--- config.mk ---
export PLATFORM = sky130hd
export DESIGN_NAME = adc_level_meter
export DESIGN_NICKNAME = d
export VERILOG_FILES = /design/src/rtl/adc_level_meter.sv
export SDC_FILE = /design/constraint.sdc
export NUM_CORES = 1
export LEC_CHECK = 0
export ABC_CLOCK_PERIOD_IN_PS = 4700
export CAP_MARGIN = 20
export CORE_ASPECT_RATIO = 0.7
export CORE_MARGIN = 5
export CORE_UTILIZATION = 59
export CTS_CLUSTER_SIZE = 12
export DETAILED_ROUTE_END_ITERATION = 6
export GPL_TIMING_DRIVEN = 0
export PLACE_DENSITY = 0.87
export SLEW_MARGIN = 30
export SYNTH_ARGS = -nofsm -noshare
export SYNTH_HDL_FRONTEND = slang
export SYNTH_SLANG_ARGS = --single-unit
--- constraint.sdc ---
create_clock -name clk -period 4.7 [get_ports clk]
set_clock_uncertainty 0.15 [all_clocks]
set_input_delay 0.94 -clock clk [delete_from_list [all_inputs] [get_ports clk]]
set_output_delay 0.94 -clock clk [all_outputs]
set_load 0.005 [all_outputs]
--- src/rtl/adc_level_meter.sv ---
// Front-panel ADC level meter: peak-hold bar graph with timed linear decay and overload LED.
// Optional macro ADC_METER_OTR_STRETCH_EN stretches each overload to OTR_HOLD clocks.
module adc_level_meter #(
  parameter int unsigned ADC_WIDTH    = 12,
  parameter int unsigned LEDS         = 4,
  parameter int unsigned DECAY_PERIOD = 65536,
  parameter int unsigned DECAY_STEP   = 16,
  parameter int unsigned OTR_HOLD     = 4000000
) (
  input  logic                 clk,
  input  logic                 rst,
  input  logic [ADC_WIDTH-1:0] ADC_Data,
  input  logic                 ADC_OTR,
  output logic [LEDS-1:0]      leds,
  output logic                 ovl,
  output logic [ADC_WIDTH-2:0] peak
);

  localparam int unsigned MagW = ADC_WIDTH - 1;
  localparam int unsigned TmrW = (DECAY_PERIOD > 1) ? $clog2(DECAY_PERIOD) : 1;
  localparam logic [TmrW-1:0] TmrLast = TmrW'(DECAY_PERIOD - 1);
  localparam logic [ADC_WIDTH-1:0] MostNeg = {1'b1, {MagW{1'b0}}};
  // A step wider than the peak register always decays straight to zero.
  localparam bit StepBig = 64'(DECAY_STEP) >= (64'd1 << MagW);
  localparam logic [MagW-1:0] StepV = MagW'(DECAY_STEP);

  if (LEDS < 1 || LEDS > ADC_WIDTH - 1) begin : g_bad_leds
    $error("LEDS must lie in 1..ADC_WIDTH-1");
  end
  if (DECAY_PERIOD < 1) begin : g_bad_period
    $error("DECAY_PERIOD must be at least 1");
  end
  if (OTR_HOLD < 1) begin : g_bad_hold
    $error("OTR_HOLD must be at least 1");
  end

  // S1: input register
  logic [ADC_WIDTH-1:0] data_q;
  logic                 otr1_q;

  always_ff @(posedge clk) begin
    if (rst) begin
      data_q <= '0;
      otr1_q <= 1'b0;
    end else begin
      data_q <= ADC_Data;
      otr1_q <= ADC_OTR;
    end
  end

  // S2: magnitude, most-negative code saturates instead of wrapping
  logic [MagW-1:0] mag_d, mag_q;
  logic            otr2_q;

  always_comb begin
    mag_d = data_q[MagW-1:0];
    if (data_q[ADC_WIDTH-1]) begin
      if (data_q == MostNeg) begin
        mag_d = '1;
      end else begin
        mag_d = ~data_q[MagW-1:0] + 1'b1;
      end
    end
  end

  always_ff @(posedge clk) begin
    if (rst) begin
      mag_q  <= '0;
      otr2_q <= 1'b0;
    end else begin
      mag_q  <= mag_d;
      otr2_q <= otr2_d_fwd(otr1_q);
    end
  end

  function automatic logic otr2_d_fwd(input logic otr);
    return otr;
  endfunction

  // S3: peak hold with decay timer; a new maximum beats a same-cycle tick
  logic [MagW-1:0] peak_d, peak_q;
  logic [TmrW-1:0] tmr_d, tmr_q;
  logic            tick;
  logic            otr3_q;

  always_comb begin
    tick   = (tmr_q == TmrLast);
    peak_d = peak_q;
    tmr_d  = tick ? '0 : tmr_q + 1'b1;
    if (mag_q > peak_q) begin
      peak_d = mag_q;
      tmr_d  = '0;
    end else if (tick) begin
      if (!StepBig && (peak_q > StepV)) begin
        peak_d = peak_q - StepV;
      end else begin
        peak_d = '0;
      end
    end
  end

  always_ff @(posedge clk) begin
    if (rst) begin
      peak_q <= '0;
      tmr_q  <= '0;
      otr3_q <= 1'b0;
    end else begin
      peak_q <= peak_d;
      tmr_q  <= tmr_d;
      otr3_q <= otr2_q;
    end
  end

  // S4: thermometer bar graph and overload indicator
  logic [LEDS-1:0] leds_d, leds_q;
  logic            ovl_d, ovl_q;

  always_comb begin
    leds_d = '0;
    for (int unsigned k = 0; k < LEDS; k++) begin
      leds_d[k] = (peak_q >> (MagW - LEDS + k)) != '0;
    end
  end

`ifdef ADC_METER_OTR_STRETCH_EN
  localparam int unsigned CntW = (OTR_HOLD > 1) ? $clog2(OTR_HOLD) : 1;
  localparam logic [CntW-1:0] HoldLoad = CntW'(OTR_HOLD - 1);

  logic [CntW-1:0] cnt_d, cnt_q;

  always_comb begin
    cnt_d = cnt_q;
    if (otr3_q) begin
      cnt_d = HoldLoad;
    end else if (cnt_q != '0) begin
      cnt_d = cnt_q - 1'b1;
    end
    ovl_d = otr3_q | (cnt_q != '0);
  end

  always_ff @(posedge clk) begin
    if (rst) begin
      cnt_q <= '0;
    end else begin
      cnt_q <= cnt_d;
    end
  end
`else
  always_comb begin
    ovl_d = otr3_q;
  end
`endif

  always_ff @(posedge clk) begin
    if (rst) begin
      leds_q <= '0;
      ovl_q  <= 1'b0;
    end else begin
      leds_q <= leds_d;
      ovl_q  <= ovl_d;
    end
  end

  assign leds = leds_q;
  assign ovl  = ovl_q;
  assign peak = peak_q;

endmodule
# Word-level counts from Yosys, hierarchy flattened
# Cells that the tools add are included.
dict set report totals {
  ramBits 0
  output_inout_bits 16
  latchBits 0
  mem_bits_ro 0
  mem_count 0
  ff_bits 58
}
dict set report op_classes {
  n_eq_ne 2
  order_cmp 2
  bitwise_logic 1
  add_sub_neg 3
  n_div 0
  reduce_logical 5
  n_mul 0
  shifts 0
  n_mux 5
}
# cell count
set ops {}
lappend ops {{2-to-1 mux 11 bit} 5}
lappend ops {{nonzero test 11 bit} 3}
lappend ops {{adder 16 x 1 -> 16 bit, second input constant} 1}
lappend ops {{== test 16 bit, second input constant} 1}
lappend ops {{== test 12 bit, second input constant} 1}
lappend ops {{adder 11 x 1 -> 11 bit, second input constant} 1}
lappend ops {{greater-than comparator 11 bit} 1}
lappend ops {{greater-than comparator 11 x 5 -> 1 bit, second input constant} 1}
lappend ops {{inverter 11 bit} 1}
lappend ops {{subtractor 11 x 5 -> 11 bit, second input constant} 1}
lappend ops {{OR reduction 3 bit} 1}
lappend ops {{nonzero test 2 bit} 1}

# Depth between registers and ports, before layout
# Gate-level depths: netlist (run 1).
dict set report logic_depth {
  word_depth 4
  depth_mapped 9
}

# Least setup slack after synthesis (run 1)
# Ideal clock, no wire load.
dict set report synth_timing {
  kind {input-to-reg}
  start {input port rst}
  end {register tmr_q[10]}
  arrival_ns 1.957
  path_slack_ns 2.476
  stages 6
  t_required_ns 4.433
  cell_sequence {clkbuf_1 -> inv_1 -> and2_1 -> o21ai_1 -> buf_2 -> nor2_1}
}
dict set report synth_via {
  elab_chain_cells 1
}
# item line_no
set synth_rtl {}
lappend synth_rtl {{start, declared} 11} ;# input logic rst,
lappend synth_rtl {{OR reduction 3 bit (no line)} --}
lappend synth_rtl {{end signal, assigned} 109} ;# tmr_q <= tmr_d;
lappend synth_rtl {{end, declared} 82} ;# logic [TmrW-1:0] tmr_d, tmr_q;
# Every way passes these cells.
# A chain may end at the register's enable or synchronous reset.

# Worst setup path in the final report (run 1)
dict set report layout_timing {
  start {register peak_q[6] (netlist: peak[6])}
  end {register tmr_q[8]}
}
dict set report layout_via {
  elab_chain_cells 2
}
# item line_no
set layout_rtl {}
lappend layout_rtl {{start, declared} 81} ;# logic [MagW-1:0] peak_d, peak_q;
lappend layout_rtl {{start signal, assigned} 108} ;# peak_q <= peak_d;
lappend layout_rtl {{greater-than comparator 11 bit} 90} ;# if (mag_q > peak_q) begin
lappend layout_rtl {{OR reduction 3 bit (no line)} --}
# Every way passes these cells.

==> metrics.csv, run 1 <==
stage;metric;value;unit
worst_setup_path;r2r_slack;2.17;ns
power_and_ir_drop;leakage;0.00120;uW
timing;tns;0;ns
global_route;antenna_found_initial;0;
yosys;synth_compound_area_frac;0.142;
worst_setup_path;worstPathArrival;2.60;ns
power_and_ir_drop;vdd_drop_max;0.343;mV
routing;first_pass_iters;4;
yosys;avgSynthCellArea;8.84;sq um
clock_network;cts_resized;0;
yosys;yosys.area_share.simple;0.214;
min_path;min_path_type;reg2reg;
flow_run;cap_violations;0;
yosys;synth_top_family_by_area;simple AND/OR/NAND/NOR gates;
die;die_y;65.3;microns
routing;vias;2202;
global_route;overflow;0;
place;pre_cts_ws;2.06;ns
timing;min_period;2.53;ns
timing;fmax;396;MHz
final_layout;final_common_cell;dfxtp_1;
clock_network;cts_inserted_buffers;9;
yosys;yosys-mux-area-fraction;0.00776;
timing;final_max_slew_viol_count;0;
yosys;ys.flop_type;dfxtp_1;
routing;drc;0;
yosys;netlist_instances;292;
clock_network;insertion_delay;0.34;ns
routing;avgViaCountPerCell;5.63;
worst_setup_path;crit_path_start_kind;register;
die;fp.coreArea;0.00428;sq mm
timing;fin_crit_sh;0.538;
final_layout;drive_gt1_frac;0.0536;
clock_network;cts-hold-fix-buffers;0;
clock_network;cts_setup_buffers;0;
yosys;syn_area;0.00258;sq mm
routing;ant_nets;0;
yosys;synth_xor_area_frac;0.0747;
clock_network;tritoncts;built;
yosys;synth_seq_cells;58;
yosys;synth_edf_count;0;
clock_network;clk_path_buf_depth;2;
timing;slew_headroom;0.678;
power_and_ir_drop;p_int;1030;uW
run_status;outcome;finished, final reports clean;
place;post-dp-hpwl;3840;microns
yosys;yosysWarnings;0;
final_layout;nets;362;
final_layout;num_antenna_cells;0;
power_and_ir_drop;p_sw;538;uW
clock_network;cts-root-buf;clkbuf_8;
final_layout;area_growth;21.1;%
clock_network;clock-sinks;58;
worst_setup_path;r2r_start;peak[6]$_SDFFE_PP0P_;
global_route;track_usage;0.203;
yosys;async_flop_share;0;
worst_setup_path;setup.worst_path.end_class;register;
timing;tightest_slew;0.483;ns
place;globalplace.congestion;0.848;
global_route;grt_max_degree;11;
worst_setup_path;crit_type;reg2reg;
yosys;syn-num-nets;322;
worst_setup_path;path_cells;inv_1 -> ha_1 -> nand2_1 -> o21ai_0 -> a21oi_1 -> o211a_1 -> o21ai_1 -> buf_2 -> nor2_1;
global_route;grt_pass1_wl;8870;microns
die;start_util;0.603;
yosys;synthAdderAreaFrac;0.0727;
clock_network;path_clk_slew;0.06;ns
routing;wirelength;5220;microns
power_and_ir_drop;p_total;1570;uW
yosys;synth_cell_type_count;36;
power_and_ir_drop;clkPwrFrac;0.274;
worst_setup_path;cp_slowest_cell;dfxtp_1;
timing;timing.final.ws_setup;2.17;ns
worst_setup_path;critical_path_required;4.77;ns
worst_setup_path;crit_buf_inv;2;
die;ios;31;
place;placed_cell_area;0.00294;sq mm
min_path;hold_start;otr1_q$_SDFF_PP0_;
die;rows;20;
final_layout;fin_area;0.00312;sq mm
worst_setup_path;critPathMaxFanout;10;
timing;rsz0062_at_grt;false;
clock_network;h-tree-depth;3;
worst_setup_path;rr_worst_depth;9;
yosys;ys_seq_area_frac;0.450;
place;io_buffers;29;
routing;drt_iter0_drc;170;
power_and_ir_drop;p_sw_frac;0.342;
min_path;hold_end;otr2_q$_SDFF_PP0_;
power_and_ir_drop;p_comb_frac;0.335;
worst_setup_path;cpPeakStageDelay;0.42;ns
worst_setup_path;rr_endpoint;tmr_q[8]$_SDFF_PP0_;
timing;setup_viol;0;
timing;finalHoldViolations;0;
die;dieArea;0.00582;sq mm
final_layout;final_cell_mix;dfxtp_1, clkdlybuf4s50_1, nor2_1;
routing;wire_per_inst;13.4;microns
min_path;whs_path_depth;1;
power_and_ir_drop;cellPowerDensity;503;mW/mm^2
power_and_ir_drop;seqPwrFrac;0.390;
worst_setup_path;crit_family;compound AO/OA/AOI/OAI gates;
global_route;grt_pass1_vias;1976;
die;die_x;89.0;microns
[per-layer routing]
layer / share of wire / up-vias / GRT usage
li1: - / 1093 / -
met1: 0.43 / 1005 / 0.247
met2: 0.45 / 91 / 0.306
met3: 0.099 / 13 / 0.0965
met4: 0.019 / 0 / 0.0892
met5: 0 / - / 0
[stage by stage]
stage	utilization	hold slack, ns	instances
after CTS	0.730	0.297	391
after floorplan	-	0.264	292
after detailed placement	0.687	0.279	376
after global placement	0.687	0.265	376
final	0.730	0.290	391
after global routing	0.730	0.316	391
[worst max path at each step]
stage	start	end	cells after the start
5_1_grt	peak[9]$_SDFFE_PP0P_	tmr_q[11]$_SDFF_PP0_	9
6_report	peak[6]$_SDFFE_PP0P_	tmr_q[8]$_SDFF_PP0_	9
3_3_place_gp	rst	tmr_q[7]$_SDFF_PP0_	6
3_5_place_dp	rst	tmr_q[8]$_SDFF_PP0_	6
2_1_floorplan	rst	tmr_q[10]$_SDFF_PP0_	6
4_1_cts	peak[6]$_SDFFE_PP0P_	tmr_q[8]$_SDFF_PP0_	9
[worst register-to-register path, stage by stage (launching register included)]
cell	delay, ns
dfxtp_1	0.42
inv_1	0.12
ha_1	0.31
nand2_1	0.09
o21ai_0	0.17
a21oi_1	0.10
o211a_1	0.27
o21ai_1	0.40
buf_2	0.31
nor2_1	0.08
[cells in the mapped netlist (all sizes together) (7+ instances only)]
cell type  number  area (sq um)
dfxtp          58          1160
nor2           27           101
a21oi          26           130
nand2          17          63.8
nor2b          17           106
nand3          16          85.1
ha             15           188
xor2           15           131
inv            14          52.6
o21ai          14          70.1
o31ai           9          67.6
clkbuf          8          30.0
nor3            8          40.0
xnor2           7          61.3
[flip-flops by register name (all words and copies together), names as in the netlist]
register	flops
leds	4
tmr_q	16
otr3_q	1
otr2_q	1
otr1_q	1
peak	11
mag_q	11
data_q	12
ovl	1
[final cells by class]
type	instances	area, sq um
Sequential cell	58	1160
Tap cell	55	68.8
Clock inverter	3	40.0
Fill cell	317	1150
Inverter	14	52.6
Clock buffer	12	145
Buffer	11	47.5
Timing Repair Buffer	29	290
Multi-Input combinational cell	209	1320
[power groups by stage]
stage / combinational, uW / clock (uW) / sequential (uW)
after floorplan: 332 / 0 / 613
after global placement: 493 / 0 / 618
after detailed placement: 510 / 0 / 621
after CTS: 520 / 440 / 612
after global routing: 584 / 472 / 622
final: 527 / 431 / 613
[cell families after synthesis]
logic type,Yosys count
buf+inv,25
xor+xnor,22
mux,2
simple gates,108
fa+ha+maj,15
flops,58
compound gates,62
(Power assumes the default switching activity.)
==> run 2, diff against run 1 <==
--- a/config.mk
+++ b/config.mk
@@ -5,15 +5,15 @@
 export SDC_FILE = /design/constraint.sdc
 export NUM_CORES = 1
 export LEC_CHECK = 0
-export ABC_CLOCK_PERIOD_IN_PS = 4700
+export ABC_CLOCK_PERIOD_IN_PS = 2350
 export CAP_MARGIN = 20
 export CORE_ASPECT_RATIO = 0.7
 export CORE_MARGIN = 5
-export CORE_UTILIZATION = 59
+export CORE_UTILIZATION = 55
 export CTS_CLUSTER_SIZE = 12
 export DETAILED_ROUTE_END_ITERATION = 6
 export GPL_TIMING_DRIVEN = 0
-export PLACE_DENSITY = 0.87
+export PLACE_DENSITY = 0.82
 export SLEW_MARGIN = 30
 export SYNTH_ARGS = -nofsm -noshare
 export SYNTH_HDL_FRONTEND = slang
==> constraint.sdc (replaced) <==
create_clock -name clk -period 2.35 [get_ports clk]
set_clock_uncertainty 0.15 [all_clocks]
set_input_delay 0.47 -clock clk [delete_from_list [all_inputs] [get_ports clk]]
set_output_delay 0.47 -clock clk [all_outputs]
set_load 0.005 [all_outputs]
==> run 2 against run 1 <==
Global-route usage fell by 1.7 points; critical path type unchanged; highest routed layer unchanged; non-clock buffer count grew 2; final area up 2.1%; sequential power increased by 100%; sequential share of layout area shrank 0.50 points; critical path depth stayed put; critical endpoint is now peak[10]$_SDFFE_PP0P_; worst hold slack worse by 0.00093 ns; combinational power rose by 120%; maximum frequency increased by 12%; worst setup slack worse by 2.1 ns; sequential cell count unchanged; count of clock-buffer cells in the layout unchanged.
==> metrics.csv, run 2 (same netlist as run 1, synthesis figures left out) <==
stage;metric;value;unit;change
power_and_ir_drop;cellPowerDensity;1020;mW/mm^2;+100%
final_layout;nets;364;;+0.55%
final_layout;largest_register_ffs;16;;unchanged
worst_setup_path;path_cells;inv_1 -> ha_1 -> nand2_1 -> o21ai_0 -> a21oi_1 -> o211a_1 -> buf_6 -> o31ai_1 -> a31oi_1;;
routing;drt_iter0_drc;213;;+25%
place;pre_cts_ws;-0.0844;ns;-2.15 ns
final_layout;largest_registers;tmr_q x16, data_q x12;;
power_and_ir_drop;seqPwrFrac;0.380;;-0.010
timing;finalHoldViolations;0;;unchanged
final_layout;drive_gt1_frac;0.104;;+0.0500
clock_network;cts-hold-fix-buffers;0;;unchanged
final_layout;num_antenna_cells;0;;unchanged
routing;wirelength;5270;microns;+0.88%
routing;drc;0;;unchanged
final_layout;largest-register;tmr_q;;
die;rows;20;;unchanged
worst_setup_path;critPathMaxFanout;10;;unchanged
power_and_ir_drop;p_comb_frac;0.355;;+0.020
clock_network;h-tree-depth;3;;unchanged
timing;holdWs;0.289;ns;-0.000925 ns
final_layout;area_growth;23.7;%;
die;die_y;67.3;microns;+3.0%
worst_setup_path;cpPeakStageDelay;0.37;ns;-0.05 ns
clock_network;path_clk_slew;0.06;ns;about the same
die;ios;31;;unchanged
worst_setup_path;cp_slowest_cell;dfxtp_2;;
clock_network;tritoncts;built;;
die;fp.coreArea;0.00443;sq mm;+3.5%
power_and_ir_drop;p_sw;1110;uW;+110%
worst_setup_path;crit_path_start_kind;register;;
worst_setup_path;crit_family;compound AO/OA/AOI/OAI gates;;
final_layout;nFillCells;347;;+9.5%
worst_setup_path;setup.worst_path.end_class;register;;
routing;avgViaCountPerCell;5.53;;-1.8%
final_layout;final_common_cell;dfxtp_1;;
flow_run;cap_violations;0;;unchanged
power_and_ir_drop;p_sw_frac;0.340;;-0.00263
place;post-dp-hpwl;3830;microns;-0.24%
min_path;whs_path_depth;1;;unchanged
power_and_ir_drop;p_int;2150;uW;+110%
worst_setup_path;crit_buf_inv;2;;unchanged
final_layout;multi_input_area;0.00135;sq mm;+2.0%
die;dieArea;0.00618;sq mm;+6.3%
timing;tightest_slew;0.478;ns;-0.00435 ns
place;io_buffers;29;;unchanged
global_route;grt_max_degree;11;;unchanged
timing;min_period;2.25;ns;-0.274 ns
die;die_x;91.9;microns;+3.2%
timing;fin_crit_sh;0.959;;+0.421
worst_setup_path;crit_type;reg2reg;;
clock_network;clk_path_buf_depth;2;;unchanged
clock_network;cts_inserted_buffers;9;;unchanged
clock_network;clock-sinks;58;;unchanged
final_layout;final_cell_mix;dfxtp_1, clkdlybuf4s50_1, nor2_1;;
final_layout;ff_latch_area;0.00117;sq mm;+0.75%
die;start_util;0.582;;-0.0204
timing;slew_headroom;0.681;;+0.00290
global_route;grt_pass1_wl;8810;microns;-0.70%
routing;first_pass_iters;5;;+1
power_and_ir_drop;vdd_drop_max;0.469;mV;+37%
clock_network;cts-root-buf;clkbuf_8;;
global_route;overflow;0;;unchanged
run_status;outcome;finished, final reports clean;;
routing;vias;2173;;-1.3%
worst_setup_path;worstPathArrival;2.31;ns;-0.29 ns
power_and_ir_drop;clkPwrFrac;0.265;;-0.009
global_route;antenna_found_initial;0;;unchanged
global_route;grt_pass1_vias;1925;;-2.6%
clock_network;insertion_delay;0.34;ns;about the same
min_path;min_path_type;reg2reg;;
power_and_ir_drop;leakage;0.00122;uW;+2.3%
global_route;track_usage;0.186;;-0.0171
worst_setup_path;rr_worst_depth;9;;unchanged
worst_setup_path;critical_path_required;2.41;ns;-2.36 ns
timing;final_max_slew_viol_count;0;;unchanged
worst_setup_path;path_depth;9;;unchanged
timing;setup_viol;0;;unchanged
routing;ant_nets;0;;unchanged
routing;wire_per_inst;13.4;microns;+0.37%
timing;fmax;444;MHz;+12%
timing;timing.final.ws_setup;0.0954;ns;-2.08 ns
place;globalplace.congestion;0.809;;-4.6%
-- run 2: final timing paths --
kind	from	to	slack, ns
max	peak[6]$_SDFFE_PP0P_	peak[10]$_SDFFE_PP0P_	0.1
min	otr1_q$_SDFF_PP0_	otr2_q$_SDFF_PP0_	0.29
max reg2reg	peak[6]$_SDFFE_PP0P_	peak[10]$_SDFFE_PP0P_	0.1
min reg2reg	otr1_q$_SDFF_PP0_	otr2_q$_SDFF_PP0_	0.29
-- run 2: area by class of cell --
type / count / area share
clock buffer: 12 / 0.0455
tap: 55 / 0.0216
sequential: 58 / 0.367
clock inverter: 3 / 0.0125
buffer: 11 / 0.0200
inverter: 14 / 0.0165
timing repair buffer: 31 / 0.0957
multi-input combinational: 209 / 0.422
-- run 2: routing by layer --
| layer | routed length [microns] | share of wire | track usage | vias to the layer above |
|---|---|---|---|---|
| li1 | - | - | - | 1097 |
| met1 | 2380 | 0.45 | 0.234 | 980 |
| met2 | 2370 | 0.45 | 0.285 | 88 |
| met3 | 455 | 0.086 | 0.0679 | 8 |
| met4 | 60 | 0.011 | 0.0963 | 0 |
| met5 | 0 | 0 | 0 | - |
-- run 2: metrics by stage --
stage	utilization	total power (uW)	area, sq um	std cells	setup TNS, ns
after floorplan	-	1890	2580	292	0
after global placement	0.664	2230	2940	376	-0.815
after detailed placement	0.664	2260	2940	376	-0.855
after CTS	0.707	3150	3130	391	0
after global routing	0.720	3480	3190	393	-0.0408
final	0.720	3260	3190	393	0
-- run 2: power groups by stage --
stage               Combinational (uW)  Clock (uW)  Sequential (uW)
global route                      1280         944             1260
detailed placement                1020           0             1240
finish                            1160         863             1240
CTS                               1040         887             1220
global placement                   989           0             1240
floorplan                          664           0             1230
-- run 2: repair_timing --
item / CTS / global route
setup endpoints to repair: 14 / 22
setup buffers: 0 / 2
gates resized for setup: 3 / 24
pin swaps: 0 / 4
